[config.mk]
export PLATFORM = sky130hd
export DESIGN_NAME = prf_mp
export DESIGN_NICKNAME = d
export VERILOG_FILES = /design/src/rtl/prf_pkg.sv /design/src/rtl/prf_wr_merge.sv /design/src/rtl/prf_mp.sv
export SDC_FILE = /design/constraint.sdc
export NUM_CORES = 2
export LEC_CHECK = 0
export ABC_AREA = 1
export CAP_MARGIN = 20
export CORE_MARGIN = 4
export CORE_UTILIZATION = 45
export CTS_CLUSTER_DIAMETER = 100
export DETAILED_ROUTE_END_ITERATION = 6
export HOLD_SLACK_MARGIN = 0.15
export MAX_ROUTING_LAYER = met4
export PLACE_DENSITY_LB_ADDON = 0.12
export SETUP_SLACK_MARGIN = 0.15
export SLEW_MARGIN = 10
export SYNTH_ARGS = -nofsm -noshare
export SYNTH_HDL_FRONTEND = slang
export SYNTH_SLANG_ARGS = --single-unit
[constraint.sdc]
create_clock -name clk -period 5.21 [get_ports clk]
set_clock_uncertainty 0.15 [all_clocks]
set_input_delay 1.042 -clock clk [delete_from_list [all_inputs] [get_ports clk]]
set_output_delay 1.042 -clock clk [all_outputs]
set_load 0.02 [all_outputs]
[src/rtl/prf_pkg.sv]
// Shared definitions for the multi-port physical register file.
package prf_pkg;

  localparam int unsigned PRF_DW_DEF    = 32;
  localparam int unsigned PRF_DEPTH_DEF = 64;
  localparam int unsigned PRF_ZERO_TAG  = 0;

  // Least significant bit of lane/port `lane` in a flattened bus of `width`-bit slices.
  function automatic int unsigned lane_lsb(input int unsigned lane, input int unsigned width);
    return lane * width;
  endfunction

endpackage

[src/rtl/prf_wr_merge.sv]
// Priority reduce of all CDB write lanes against one tag: reports whether any
// lane writes it, the data of the highest-numbered such lane, and whether more
// than one lane hit. Tag 0 never hits, so writes to it vanish here.
module prf_wr_merge
  import prf_pkg::*;
#(
  parameter int unsigned DW  = PRF_DW_DEF,
  parameter int unsigned AW  = 6,
  parameter int unsigned NWR = 1
) (
  input  logic [NWR-1:0]    wr_en_i,
  input  logic [NWR*AW-1:0] wr_addr_i,
  input  logic [NWR*DW-1:0] wr_data_i,
  input  logic [AW-1:0]     tag_i,
  output logic              hit_o,
  output logic [DW-1:0]     data_o,
  output logic              multi_o
);

  // Walk lanes low to high so the last matching lane's data survives.
  always_comb begin
    // NOTE: blocking assignments here are deliberate: each lane iteration must
    // see the hit/data left by the previous one within the same evaluation.
    hit_o   = 1'b0;
    data_o  = '0;
    multi_o = 1'b0;
    for (int unsigned l = 0; l < NWR; l++) begin
      if (wr_en_i[l] && (tag_i != AW'(PRF_ZERO_TAG)) &&
          (wr_addr_i[lane_lsb(l, AW) +: AW] == tag_i)) begin
        multi_o = multi_o | hit_o;
        hit_o   = 1'b1;
        data_o  = wr_data_i[lane_lsb(l, DW) +: DW];
      end
    end
  end

endmodule

[src/rtl/prf_mp.sv]
// Multi-port physical register file with per-register ready scoreboard.
// Reads are registered (latency 1) and see same-edge writes and allocs.
module prf_mp
  import prf_pkg::*;
#(
  parameter int unsigned DW    = PRF_DW_DEF,
  parameter int unsigned DEPTH = PRF_DEPTH_DEF,
  parameter int unsigned NRD   = 2,
  parameter int unsigned NWR   = 1,
  localparam int unsigned AW   = $clog2(DEPTH)
) (
  input  logic              clk,
  input  logic              rst,
  input  logic [NRD*AW-1:0] rd_addr,
  output logic [NRD*DW-1:0] rd_data,
  output logic [NRD-1:0]    rd_rdy,
  input  logic [NWR-1:0]    wr_en,
  input  logic [NWR*AW-1:0] wr_addr,
  input  logic [NWR*DW-1:0] wr_data,
  input  logic              alloc_en,
  input  logic [AW-1:0]     alloc_addr,
  output logic              wr_conflict
);

  logic [DW-1:0]     mem_q [DEPTH];
  logic [DW-1:0]     mem_d [DEPTH];
  logic [DEPTH-1:0]  rdy_q, rdy_d;

  logic [DEPTH-1:0]  ent_hit, ent_multi;
  logic [DW-1:0]     ent_data [DEPTH];

  logic [AW-1:0]     rd_tag   [NRD];
  logic [NRD-1:0]    byp_hit, byp_multi;
  logic [DW-1:0]     byp_data [NRD];

  logic [NRD*DW-1:0] rd_data_q, rd_data_d;
  logic [NRD-1:0]    rd_rdy_q, rd_rdy_d;
  logic              conflict_q, conflict_d;

  for (genvar e = 0; e < DEPTH; e++) begin : g_ent
    prf_wr_merge #(.DW(DW), .AW(AW), .NWR(NWR)) u_merge (
      .wr_en_i   (wr_en),
      .wr_addr_i (wr_addr),
      .wr_data_i (wr_data),
      .tag_i     (AW'(e)),
      .hit_o     (ent_hit[e]),
      .data_o    (ent_data[e]),
      .multi_o   (ent_multi[e])
    );
  end

  for (genvar i = 0; i < NRD; i++) begin : g_rd
    assign rd_tag[i] = rd_addr[i*AW +: AW];
    prf_wr_merge #(.DW(DW), .AW(AW), .NWR(NWR)) u_byp (
      .wr_en_i   (wr_en),
      .wr_addr_i (wr_addr),
      .wr_data_i (wr_data),
      .tag_i     (rd_tag[i]),
      .hit_o     (byp_hit[i]),
      .data_o    (byp_data[i]),
      .multi_o   (byp_multi[i])
    );
  end

  // Storage/scoreboard update; an alloc to a tag overrides a same-edge completion.
  always_comb begin
    // NOTE: every element gets a value on every path, so no latch is inferred.
    for (int unsigned e = 0; e < DEPTH; e++) begin
      mem_d[e] = ent_hit[e] ? ent_data[e] : mem_q[e];
      rdy_d[e] = rdy_q[e] | ent_hit[e];
      if (alloc_en && (alloc_addr == AW'(e)) && (e != PRF_ZERO_TAG)) rdy_d[e] = 1'b0;
    end
  end

  // Read ports with write/alloc bypass; byp_multi is a subset of ent_multi and
  // is folded in only so every merge output is consumed.
  always_comb begin
    rd_data_d = '0;
    rd_rdy_d  = '0;
    for (int unsigned i = 0; i < NRD; i++) begin
      rd_data_d[i*DW +: DW] = byp_hit[i] ? byp_data[i] : mem_q[rd_tag[i]];
      rd_rdy_d[i] = (byp_hit[i] | rdy_q[rd_tag[i]]) &
                    ~(alloc_en && (alloc_addr == rd_tag[i]) &&
                      (rd_tag[i] != AW'(PRF_ZERO_TAG)));
    end
    conflict_d = (|ent_multi) | (|byp_multi);
  end

  // State and output registers; reset overrides every write, alloc and read.
  always_ff @(posedge clk) begin
    if (rst) begin
      // NOTE: the storage array is reset explicitly because every entry must read as zero after reset.
      for (int unsigned e = 0; e < DEPTH; e++) mem_q[e] <= '0;
      rdy_q      <= '1;
      rd_data_q  <= '0;
      rd_rdy_q   <= '1;
      conflict_q <= 1'b0;
    end else begin
      for (int unsigned e = 0; e < DEPTH; e++) mem_q[e] <= mem_d[e];
      rdy_q      <= rdy_d;
      rd_data_q  <= rd_data_d;
      rd_rdy_q   <= rd_rdy_d;
      conflict_q <= conflict_d;
    end
  end

  assign rd_data     = rd_data_q;
  assign rd_rdy      = rd_rdy_q;
  assign wr_conflict = conflict_q;

endmodule

==> qor.yml <==
status: "completed"
finalSetupTns_ns: 0
cp.arrival_ns: 4.59
post_cts_resized: 0
grtUsageTotal_pct: 41.9
p_seq_share_pct: 46.0
setup_viol: 0
route.detailed.drc: 0
stdcell_count: 17900
nNetsFinal: 14300
clock-sinks: 2145
synth-xor-area-share_pct: 0.0525
synth_compound_area_share_pct: 9.94
layout-drive-gt1-share_pct: 6.81
yosysTopAreaCell: "edfxtp_1"
ys_warn_count: 0
clockRootBuffer: "clkbuf_16"
post-route-period-util_pct: 75.9
antenna_found_initial: 42
drt_iter0_markers: 18700
synthArstFlopShare_pct: 0
startpoint_type: "input pin"
fmax_mhz: 253
synthToLayoutAreaGrowth_pct: 11.7
syn_area_per_cell_um2: 7.98
clk_pin_slew_worst_paths_ns: 0.06
cap_violations: 0
core-area_mm2: 0.258
antenna_left: 0
die_x_um: 518
vdd_drop_max_mv: 0.391
synth_seq_cells: 2145
ys_seq_area_share_pct: 54.0
gp_congestion: 1.05
synthSimpleGateAreaFrac_pct: 27.3
syn-instance-count: 14600
slew_headroom_pct: 16.6
cp.required_ns: 5.84
wl_per_cell_um: 31.6
final_max_slew_viol_count: 0
ios: 127
vias_per_cell: 6.20
power_frac_comb_pct: 14.9
port_buffers: 125
syn_nets: 14700
grt_first_pass_wirelength_um: 781000
worstSetupPathType: "in2reg"
pwr_density_cell_mw_per_mm2: 336
first_pass_iters: 7
cts_max_level: 4
fin_util_pct: 50.7
first_global_vias: 103000
row_count: 186
post-dp-hpwl_um: 345000
p_int_mw: 30.9
worst_slew_pin_slew_ns: 1.25
synth_area_mm2: 0.117
grt.overflow.total: 0
cp-end-kind: "flip-flop"
rsz0062_at_grt: "false"
cts_tree: "built"
fp.dieH_um: 518
synth-adder-area-share_pct: 0
report.final.hold_viol_count: 0
p_sw_share_pct: 29.4
ys_top_cells_by_area: "edfxtp_1 (52%), nand2_1 (12%), nor2_1 (9.4%), nand3_1 (5.8%), inv_1 (4.0%)"
yosysMostFrequentCell: "nand2_1"
cts_max_path_buffers: 3
synth_mux_area_share_pct: 0
dieArea_mm2: 0.268
synth_edf_count: 2016
post-cts-setup-buffers: 0
fillers: 24100
cts_buffers: 236
initial_core_util_pct: 45.4
leakage_nw: 53.7
fin_crit_ns: 3.95
synth_top_family_by_area: "simple AND/OR/NAND/NOR gates"
net-switching-power_mw: 12.9
netlist-cell-type-count: 37
postCtsHoldBufs: 0
pwr-share-clk_pct: 39.1
synth.top_cell.area_share_pct: 51.8
hold_path.class: "reg2reg"
vias: 111000
yosys_most_used_dff: "edfxtp_1"
synthTopCellsByCount: "nand2_1 (3615), nor2_1 (2915), edfxtp_1 (2016)"
path_max_fanout: 41
wl_um: 565000
insertion_delay_ns: 0.92
grt_max_degree: 182
dpl.cell_count: 17400
==> area by class of cell <==
class                      count  area [µm²]  share of cell area, %
sequential                  2145       63100                   48.4
inverter                    1284        4920                   3.77
clock inverter               132        1260                  0.963
multi-input combinational  10000       44600                   34.2
tap                         3384        4230                   3.24
timing repair buffer         588        5880                   4.50
clock buffer                 314        6440                   4.94
antenna                       26        65.1                 0.0498
==> metal layers <==
metal  up-vias  routed length, µm  GRT usage [%]
met3      1696              81200           12.5
met1     53300             208000           53.9
met4         0              42800           26.3
met2      8571             233000           57.6
li1      47300                  -              -
met5         -                  0              -
==> final timing paths <==
kind                       from     endpoint  slack (ns)  cells past startpoint
setup / recovery     rd_addr[6]  rd_data[39]        1.26                     14
setup reg to reg  mem_q[55][29]  rd_data[61]        2.47                     11
hold / removal        rdy_q[10]    rdy_q[10]        0.33                      2
hold reg to reg       rdy_q[10]    rdy_q[10]        0.33                      2
==> state kept, by name (all words and copies together) (netlist names) <==
name / flops
mem_q: 2016
rd_data: 64
rd_rdy: 2
rdy_q: 63
==> cell families (layout without fill, tap and decap cells) <==
| kind of cell | count (synthesis) | in the layout |
|---|---|---|
| flip-flops | 2145 | 2145 |
| buffers and inverters | 2500 | 2318 |
| XOR/XNOR | 7 | 7 |
| AO/OA/AOI/OAI | 2011 | 2011 |
| other | 1 | 27 |
| AND/OR/NAND/NOR | 7984 | 7984 |
==> power groups by stage <==
| stage | Combinational [mW] | Clock [mW] | Sequential, mW |
|---|---|---|---|
| 3_5_place_dp | 6.22 | 0 | 20.5 |
| 6_report | 6.53 | 17.1 | 20.2 |
| 5_1_grt | 6.74 | 17.9 | 20.2 |
| 2_1_floorplan | 3.20 | 0 | 20.5 |
| 3_3_place_gp | 6.15 | 0 | 20.5 |
| 4_1_cts | 6.23 | 17.1 | 20.2 |
==> layout by cell type, fill, tap and decap left out, types with 9 or more instances in the layout <==
cell | Yosys | layout
inv_1 | 1240 | 1235
clkinv_1 | 2 | 54
bufinv_16 | 0 | 21
o22ai_1 | 36 | 36
o21ai_4 | 0 | 63
buf_12 | 0 | 90
clkinv_2 | 0 | 78
o21ai_1 | 86 | 84
edfxtp_1 | 2016 | 2016
nand3_2 | 0 | 41
nor3_1 | 29 | 27
o21a_1 | 25 | 25
a21oi_1 | 711 | 711
o21ai_0 | 584 | 523
nor2_4 | 4 | 9
clkbuf_8 | 0 | 16
o211ai_1 | 548 | 548
nand4_1 | 54 | 54
clkbuf_16 | 0 | 240
buf_4 | 18 | 371
clkdlybuf4s50_1 | 0 | 113
nor2_1 | 2915 | 2910
dfxtp_1 | 129 | 129
nand3_1 | 1352 | 1310
diode_2 | 0 | 26
nand2_1 | 3615 | 3614
clkbuf_1 | 619 | 58
==> worst max-delay path, cell delays in order <==
cell and delay (ns):
buf_8 0.42, nor2_4 0.18, buf_12 0.22, inv_2 0.68, buf_4 0.42, nor2_1 0.07
nor2_1 0.10, nand3_1 0.10, nand3_1 0.47, nand2_1 0.10, nand2_1 0.09, nand3_1 0.08
nor2_1 0.37, nor2_1 0.08
==> through the flow <==
stage,total power [mW],instance area (µm²),worst slack [ns],hold WS [ns]
detailed placement,26.7,123000,0.586,0.313
global route,44.9,131000,1.37,0.360
global placement,26.6,123000,0.626,0.309
floorplan,23.7,117000,0.391,0.289
finish,43.8,131000,1.26,0.329
CTS,43.5,130000,1.56,0.329
No activity file was read; power rests on OpenSTA's default activity.
